[src/rtl/led_pwm_ctrl_if.sv]
// Configuration and readback bundle between the register file (master) and
// the LED PWM controller (slave).
interface led_pwm_ctrl_if #(
  parameter int NLED       = 4,
  parameter int PRESCALE_W = 16
);
  logic [2*NLED-1:0]     cfg_mode;
  logic [8*NLED-1:0]     cfg_duty;
  logic [PRESCALE_W-1:0] cfg_prescale;
  logic [15:0]           cfg_blink_half;
  logic                  cfg_load;
  logic [NLED-1:0]       led;
  logic [31:0]           status;

  modport master (
    output cfg_mode, cfg_duty, cfg_prescale, cfg_blink_half, cfg_load,
    input  led, status
  );

  modport slave (
    input  cfg_mode, cfg_duty, cfg_prescale, cfg_blink_half, cfg_load,
    output led, status
  );
endinterface

[src/rtl/led_pwm_ctrl.sv]
// Multi-channel LED PWM controller with OFF/ON/BLINK/BREATHE modes; register
// writes are shadowed and take effect only at a PWM frame boundary.
module led_pwm_ctrl #(
  parameter int NLED       = 4,
  parameter int PRESCALE_W = 16
) (
  input  logic           axi_aclk,
  input  logic           axi_areset,
  led_pwm_ctrl_if.slave  bus
);

  localparam logic [1:0] MODE_OFF     = 2'b00;
  localparam logic [1:0] MODE_ON      = 2'b01;
  localparam logic [1:0] MODE_BLINK   = 2'b10;
  localparam logic [1:0] MODE_BREATHE = 2'b11;

  typedef enum logic {
    BR_UP   = 1'b0,
    BR_DOWN = 1'b1
  } br_state_e;

  logic [2*NLED-1:0]     shd_mode_q, shd_mode_d, act_mode_q, act_mode_d, eff_mode;
  logic [8*NLED-1:0]     shd_duty_q, shd_duty_d, act_duty_q, act_duty_d, eff_duty;
  logic [PRESCALE_W-1:0] shd_presc_q, shd_presc_d, act_presc_q, act_presc_d, eff_presc;
  logic [15:0]           shd_blink_q, shd_blink_d, act_blink_q, act_blink_d, eff_blink;
  logic                  pending_q, pending_d;
  logic [PRESCALE_W-1:0] presc_cnt_q, presc_cnt_d;
  logic [7:0]            pwm_cnt_q, pwm_cnt_d;
  logic [15:0]           blink_cnt_q, blink_cnt_d, blink_lim;
  logic                  phase_q, phase_d;
  logic [NLED-1:0]       led_q, led_d;
  logic [7:0]            led0_level;
  logic                  led0_down;
  logic                  tick, boundary, apply;

  function automatic logic pwm_on(input logic [7:0] x, input logic [7:0] cnt);
    return (x == 8'hFF) || (cnt < x);
  endfunction

  assign tick     = (presc_cnt_q == act_presc_q);
  assign boundary = tick && (pwm_cnt_q == 8'hFF);
  assign apply    = boundary && (pending_q || bus.cfg_load);

  // A write landing exactly on the boundary bypasses the shadow registers.
  assign eff_mode  = bus.cfg_load ? bus.cfg_mode       : shd_mode_q;
  assign eff_duty  = bus.cfg_load ? bus.cfg_duty       : shd_duty_q;
  assign eff_presc = bus.cfg_load ? bus.cfg_prescale   : shd_presc_q;
  assign eff_blink = bus.cfg_load ? bus.cfg_blink_half : shd_blink_q;

  assign blink_lim = (act_blink_q == 16'd0) ? 16'd0 : act_blink_q - 16'd1;

  always_comb begin
    shd_mode_d  = shd_mode_q;
    shd_duty_d  = shd_duty_q;
    shd_presc_d = shd_presc_q;
    shd_blink_d = shd_blink_q;
    act_mode_d  = act_mode_q;
    act_duty_d  = act_duty_q;
    act_presc_d = act_presc_q;
    act_blink_d = act_blink_q;
    pending_d   = pending_q;
    blink_cnt_d = blink_cnt_q;
    phase_d     = phase_q;
    presc_cnt_d = tick ? '0 : presc_cnt_q + PRESCALE_W'(1);
    pwm_cnt_d   = tick ? pwm_cnt_q + 8'd1 : pwm_cnt_q;

    if (bus.cfg_load) begin
      shd_mode_d  = bus.cfg_mode;
      shd_duty_d  = bus.cfg_duty;
      shd_presc_d = bus.cfg_prescale;
      shd_blink_d = bus.cfg_blink_half;
      pending_d   = 1'b1;
    end

    if (boundary) begin
      if (blink_cnt_q == blink_lim) begin
        blink_cnt_d = 16'd0;
        phase_d     = ~phase_q;
      end else begin
        blink_cnt_d = blink_cnt_q + 16'd1;
      end
    end

    if (apply) begin
      act_mode_d  = eff_mode;
      act_duty_d  = eff_duty;
      act_presc_d = eff_presc;
      act_blink_d = eff_blink;
      pending_d   = 1'b0;
    end
  end

  always_ff @(posedge axi_aclk) begin
    if (axi_areset) begin
      shd_mode_q  <= '0;
      shd_duty_q  <= '0;
      shd_presc_q <= '0;
      shd_blink_q <= '0;
      act_mode_q  <= '0;
      act_duty_q  <= '0;
      act_presc_q <= '0;
      act_blink_q <= '0;
      pending_q   <= 1'b0;
      presc_cnt_q <= '0;
      pwm_cnt_q   <= '0;
      blink_cnt_q <= '0;
      phase_q     <= 1'b0;
      led_q       <= '0;
    end else begin
      shd_mode_q  <= shd_mode_d;
      shd_duty_q  <= shd_duty_d;
      shd_presc_q <= shd_presc_d;
      shd_blink_q <= shd_blink_d;
      act_mode_q  <= act_mode_d;
      act_duty_q  <= act_duty_d;
      act_presc_q <= act_presc_d;
      act_blink_q <= act_blink_d;
      pending_q   <= pending_d;
      presc_cnt_q <= presc_cnt_d;
      pwm_cnt_q   <= pwm_cnt_d;
      blink_cnt_q <= blink_cnt_d;
      phase_q     <= phase_d;
      led_q       <= led_d;
    end
  end

  for (genvar gi = 0; gi < NLED; gi++) begin : g_led
    logic [1:0] mode_a;
    logic [7:0] duty_a;
    logic [7:0] level_q, level_d;
    br_state_e  state_q, state_d;
    logic       mode_change;

    assign mode_a      = act_mode_q[2*gi +: 2];
    assign duty_a      = act_duty_q[8*gi +: 8];
    assign mode_change = apply && (eff_mode[2*gi +: 2] != mode_a);

    // Breathe ramp: the turnaround step also moves the level, giving ..,d-1,d,d-1,..,1,0,1,..
    always_comb begin
      level_d = level_q;
      state_d = state_q;
      if (boundary) begin
        if (mode_change) begin
          level_d = 8'd0;
          state_d = BR_UP;
        end else if (mode_a == MODE_BREATHE) begin
          if (duty_a == 8'd0) begin
            level_d = 8'd0;
            state_d = BR_UP;
          end else if (state_q == BR_UP) begin
            if (level_q >= duty_a) begin
              state_d = BR_DOWN;
              level_d = level_q - 8'd1;
            end else begin
              level_d = level_q + 8'd1;
            end
          end else begin
            if (level_q == 8'd0) begin
              state_d = BR_UP;
              level_d = 8'd1;
            end else begin
              level_d = level_q - 8'd1;
            end
          end
        end
      end
    end

    always_ff @(posedge axi_aclk) begin
      if (axi_areset) begin
        level_q <= 8'd0;
        state_q <= BR_UP;
      end else begin
        level_q <= level_d;
        state_q <= state_d;
      end
    end

    assign led_d[gi] = (mode_a == MODE_OFF)   ? 1'b0 :
                       (mode_a == MODE_ON)    ? pwm_on(duty_a, pwm_cnt_q) :
                       (mode_a == MODE_BLINK) ? (phase_q && pwm_on(duty_a, pwm_cnt_q)) :
                                                pwm_on(level_q, pwm_cnt_q);

    if (gi == 0) begin : g_led0
      assign led0_level = level_q;
      assign led0_down  = (state_q == BR_DOWN);
    end
  end

  assign bus.led    = led_q;
  assign bus.status = {13'd0, pending_q, led0_level, led0_down, phase_q, pwm_cnt_q};

endmodule

[src/flat_wrapper.sv]
// flat-port wrapper written by rule: the top's interface ports become plain ports
module led_pwm_ctrl_flat 
#(
  parameter int NLED       = 4,
  parameter int PRESCALE_W = 16
)
  (axi_aclk, axi_areset, bus_cfg_mode, bus_cfg_duty, bus_cfg_prescale, bus_cfg_blink_half, bus_cfg_load, bus_led, bus_status);
  led_pwm_ctrl_if #(.NLED(NLED), .PRESCALE_W(PRESCALE_W)) bus_i ();
  input  logic axi_aclk;
  input  logic axi_areset;
  input wire logic [$bits(bus_i.cfg_mode)-1:0] bus_cfg_mode;
  input wire logic [$bits(bus_i.cfg_duty)-1:0] bus_cfg_duty;
  input wire logic [$bits(bus_i.cfg_prescale)-1:0] bus_cfg_prescale;
  input wire logic [$bits(bus_i.cfg_blink_half)-1:0] bus_cfg_blink_half;
  input wire logic [$bits(bus_i.cfg_load)-1:0] bus_cfg_load;
  output wire logic [$bits(bus_i.led)-1:0] bus_led;
  output wire logic [$bits(bus_i.status)-1:0] bus_status;
  assign bus_i.cfg_mode = bus_cfg_mode;
  assign bus_i.cfg_duty = bus_cfg_duty;
  assign bus_i.cfg_prescale = bus_cfg_prescale;
  assign bus_i.cfg_blink_half = bus_cfg_blink_half;
  assign bus_i.cfg_load = bus_cfg_load;
  assign bus_led = bus_i.led;
  assign bus_status = bus_i.status;
  led_pwm_ctrl #(.NLED(NLED), .PRESCALE_W(PRESCALE_W)) u_core (.axi_aclk(axi_aclk), .axi_areset(axi_areset), .bus(bus_i));
endmodule
[config.mk]
export PLATFORM = sky130hd
export DESIGN_NAME = led_pwm_ctrl_flat
export DESIGN_NICKNAME = d
export VERILOG_FILES = /design/src/rtl/led_pwm_ctrl_if.sv /design/src/rtl/led_pwm_ctrl.sv /design/src/flat_wrapper.sv
export SDC_FILE = /design/constraint.sdc
export NUM_CORES = 1
export LEC_CHECK = 0
export CORE_UTILIZATION = 38
export DETAILED_ROUTE_END_ITERATION = 10
export PLACE_DENSITY_LB_ADDON = 0.1
export SYNTH_ARGS = -nofsm -noshare
export SYNTH_HDL_FRONTEND = slang
export SYNTH_SLANG_ARGS = --single-unit
[constraint.sdc]
create_clock -name axi_aclk -period 7.9 [get_ports axi_aclk]
set_clock_uncertainty 0.2 [all_clocks]
set_input_delay 2.37 -clock axi_aclk [delete_from_list [all_inputs] [get_ports axi_aclk]]
set_output_delay 2.37 -clock axi_aclk [all_outputs]
set_load 0.1 [all_outputs]
---- Word-level counts from Yosys, hierarchy flattened ----
Index checks and enable logic that the tools add are counted.
word-level totals
  flip-flop bits (word level) ............. 226
  input bits .............................. 75
  output and inout bits ................... 36
cells by class
  add/sub/neg operators ................... 12
  magnitude comparators ................... 12
  eq/ne operators ......................... 27
  multiplexer cells ....................... 62
  bitwise gates (word level) .............. 1
  reduce and logical (&&, ||, !) cells .... 47
operators with widths
  operator                 count
  $mux W8                  25
  $eq A8 B8 Y1 const B     9
  $logic_not A8 Y1         8
  $lt A8 B8 Y1             8
  $mux W16                 4
  $add A8 B1 Y8 const B    5
  $add A16 B1 Y16 const B  2
  $eq A16 B16 Y1           2
  $ge A8 B8 Y1             4
  $mux W1                  32
  $mux W32                 1
  $sub A8 B1 Y8 const B    4
  $eq A2 B2 Y1 const B     8
  $logic_not A16 Y1        1
  $sub A16 B1 Y16 const B  1
  $reduce_or A2 Y1         6
  $logic_and A1 B1 Y1      10
  $reduce_and A2 Y1        5
  $logic_or A1 B1 Y1       9
  $eq A2 B1 Y1 const B     4
  $logic_not A2 Y1         4
  $ne A2 B2 Y1             4
  $reduce_bool A2 Y1       4
  $not A1 Y1               1

---- Longest topological paths before layout ----
  depth after elaboration ................. 6
  depth in mapped cells ................... 12
  mapped depth without buffers ............ 10

---- Worst setup path after synthesis ----
Ideal clock, no wire load.
  kind .................................... input-to-reg
  from .................................... in bus_cfg_load
  to ...................................... reg u_core.g_led[3].level_q[4]
  library setup time ...................... 87 ps
  data arrival time ....................... 4,681 ps
  path slack .............................. 2,932 ps
  stages on the path ...................... 10
  path buffers ............................ 2
  cells stage by stage .................... clkbuf_1 buf_1 mux2i_1 xnor2_1 o22ai_1 o31ai_1 nor2_1 nand2_1 or4_1 o31ai_1
between the ends
  longest elaborated chain between the ends .. 5
RTL lines
  item                                                 RTL line                                 RTL
  from (decl)                                          flat_wrapper.sv:15                       input wire logic [$bits(bus_i.cfg_load)-1:0] bus_cfg_load;
  $mux W8 or $logic_or A1 B1 Y1 (tied branches)        -
  $ne A2 B2 Y1 or $logic_and A1 B1 Y1 (tied branches)  led_pwm_ctrl.sv:136, led_pwm_ctrl.sv:42
  $logic_and A1 B1 Y1 (*)                              led_pwm_ctrl.sv:136                      assign mode_change = apply && (eff_mode[2*gi +: 2] != mode_a);
  $reduce_bool A2 Y1 (no source line)                  -
  $reduce_and A2 Y1 (no source line)                   -
  to (signal assigned)                                 led_pwm_ctrl.sv:174                      level_q <= level_d;
  to (decl)                                            led_pwm_ctrl.sv:130                      logic [7:0] level_q, level_d;
Mark *: on every way between the ends. The rest lies on a longest branch, timed or not.
A chain may end at the register's enable or synchronous reset.

---- Worst setup path in the final report ----
  from .................................... reg u_core.pwm_cnt_q[0]
  to ...................................... out bus_status[0]
RTL lines
  item                    RTL line             RTL
  from (decl)             led_pwm_ctrl.sv:28   logic [7:0] pwm_cnt_q, pwm_cnt_d;
  from (signal assigned)  led_pwm_ctrl.sv:120  pwm_cnt_q <= pwm_cnt_d;
  to (decl)               flat_wrapper.sv:17   output wire logic [$bits(bus_i.status)-1:0] bus_status;
No word-level cell between the ends.

==> metrics.txt <==
post-synthesis sequential area ratio=0.361; Slowest-stage cell, CP=clkdlybuf4s50_1; Post-synth EDFFs=0; crit-path max cell delay=between 1 and 1.5 ns; Final Wtd Congestion=roughly 0.88; port bufs=97; Worst Tran Pin Value=around 1.0 ns; DR pass1 iterations=5; CTS tree=built; layout cells sized above 1=0.0493; Peak VDD IR=0.156 mV; run status=finished clean; worst-path fanout max=12; crit path launch type=register; residual DRC count=0; PwrDens=185 nW/um^2; GRT Overall Usage=0.194; Fillers=about 3200; Sequential cell area=about 4500 um^2; Synth cell types=between 60 and 70; pin count of the biggest net entering global routing=~110; WL final=roughly 32 mm; Netlist Area Pre-Place=12500 um^2; CTS H-Tree Depth=1; CTS Sinks=roughly 230; final setup vio count=0; Final Hold Vio Count=0; CTS Buffer Depth=3; Avg Cell Area, Syn=8.58 um^2; Area contributors post-synth=dfxtp_1, ha_1, mux2i_1; Final ANT Viol Nets=0; Cells after Synth=~1500; area of the multi-input gates=7370 um^2; CTS resizes=0; Root Buffer=clkbuf_16; Via density=roughly 5.2; fin crit share=0.652; Req. time, crit path=~5.3 ns; I/O pin cnt=around 110; Yosys warnings=0; CP cell instances=clkdlybuf4s50_1; area delta synth->final=18.0%; top-count cell post-synth=nor2_1; Yosys top cell area share=0.361; core area=32500 um^2; first-pass GRT wire length=around 52 mm; Synth top cells by count=nor2_1, dfxtp_1, ha_1; die span in x=between 150 and 200 um; Worst setup EP type=output pin; WP buf/inv=1; final core occ=0.455; Lkg Pwr=just under 6 nW; Max-Cap Viols=0; fmax=roughly 0.19 GHz; row cnt=66; Starting DRT DRC Count=just over 500; CTS buffer count=27; CP arrival=roughly 2.6 ns; Slew Viols, Final=0; register bit total from synthesis=roughly 230; via count=about 10000; largest area contributor in the netlist=dfxtp_1; WL per Instance=16.4 um; critical path type=reg2out; # Post-CTS Setup Buffers=0; Die ar.=~34000 um^2; Slew HR=0.314; Final min period=5.15 ns; Fin Setup TNS=0 ns; Synth Flop Type=dfxtp_1; ANT cells=0; vias in the first global route=approximately 9800; fin nets=approximately 1700; worst skew pair latency=approximately 0.56 ns; Worst path top cell family by delay=buffers and inverters; Post-synth ARST share=0; Initial Utilization=0.386; Power Total=approximately 2.7 mW; Post-DP HPWL=between 20 and 25 mm; Clock transition at path regs=approximately 0.06 ns; unrepaired setup endpoints after global routing=no; gr ovfl total=0; Hold Path Class=reg2reg; CTS Hold Bufs=0; initial antenna violation count=0; Die Ht=approximately 180 um
[cells by family (layout without fill, tap and decap cells)]
group / after synthesis / in the layout / synth area share
other cells: 1 / 13 / 0.000300
simple gates: 522 / 522 / 0.200
compound gates: 265 / 265 / 0.144
mux: 100 / 100 / 0.0807
xor+xnor: 80 / 80 / 0.0560
flops: 226 / 226 / 0.361
fa+ha+maj: 104 / 104 / 0.104
buf+inv: 160 / 231 / 0.0540
[sequential cells by signal, summed over array words and instances, names as in the netlist, 8 cells and up]
name and flops:
u_core.shd_presc_q 16, u_core.shd_mode_q 8, u_core.g_led.level_q 32, u_core.blink_cnt_q 16, u_core.act_mode_q 8, u_core.shd_duty_q 32, u_core.act_duty_q 32, u_core.act_presc_q 16
u_core.presc_cnt_q 16, u_core.shd_blink_q 16, u_core.pwm_cnt_q 8, u_core.act_blink_q 16
[final timing paths]
kind,from,endpoint,slack [ns],cells past startpoint
setup / recovery,u_core.pwm_cnt_q[0],bus_status[0],2.75,1
hold / removal,u_core.g_led[3].state_q,u_core.g_led[3].state_q,0.27,2
setup reg to reg,u_core.pwm_cnt_q[0],u_core.act_duty_q[18],3.79,7
hold reg to reg,u_core.g_led[3].state_q,u_core.g_led[3].state_q,0.27,2
[cell type report]
cell class              count  share of cell area
inverters                  74              0.0188
clock buffers              37              0.0523
multi-input cells        1084               0.499
well taps                 442              0.0374
clock inverters            10              0.0132
flip-flops and latches    226               0.306
repair buffers            110              0.0731
[power by group]
group | switching (mW) | internal (mW) | leakage (nW)
sequential | 0.00917 | 1.16 | 1.84
clock | 0.506 | 0.846 | 0.469
combinational | 0.125 | 0.0857 | 3.52
[worst register-to-register path, cell delays in order (launching register included)]
cell and delay [ns]:
dfxtp_1 0.73, ha_1 0.34, nand4_1 0.46, or2_2 0.64, nor2_4 0.85, buf_12 0.42, nor2_1 0.17, a211oi_1 0.20
[layer usage]
metal / track usage / routed length [um]
met1: 0.281 / 16300
met3: 0.0263 / 1390
met4: 0.0477 / 731
met2: 0.303 / 14100
met5: 0 / 0
[per-stage QoR]
step	hold slack (ns)	cell area, um^2	instances	setup WS (ns)
floorplan	0.238	12600	1470	2.93
global route	0.307	14800	1983	2.65
global placement	0.262	13800	1936	2.54
detailed placement	0.270	13800	1936	2.46
finish	0.274	14800	1983	2.75
CTS	0.276	14800	1983	2.72
[placed cells by master, fill, tap and decap left out, types with 5 or more instances in the layout]
cell type          n
inv_1             73
or4_1             10
nor4_1            22
a21o_1            30
o21ai_0           27
o211ai_1           6
nor2_1           231
or3_1             16
a31oi_1           12
o31ai_1           12
nor3_1            30
buf_4             13
clkbuf_16         27
nand2b_1          12
nor2b_1           14
mux2i_1           93
a211oi_1          76
ha_1             104
bufinv_16          5
a2111oi_0          5
conb_1            13
mux2_2             7
a21oi_1           61
nand3_1           40
clkbuf_8           6
nand2_1           69
and4_1             5
xor2_1            44
nand4_1           34
and3_1            19
xnor2_1           36
dfxtp_1          226
clkdlybuf4s50_1   95
No activity file was read; power rests on OpenSTA's default activity.
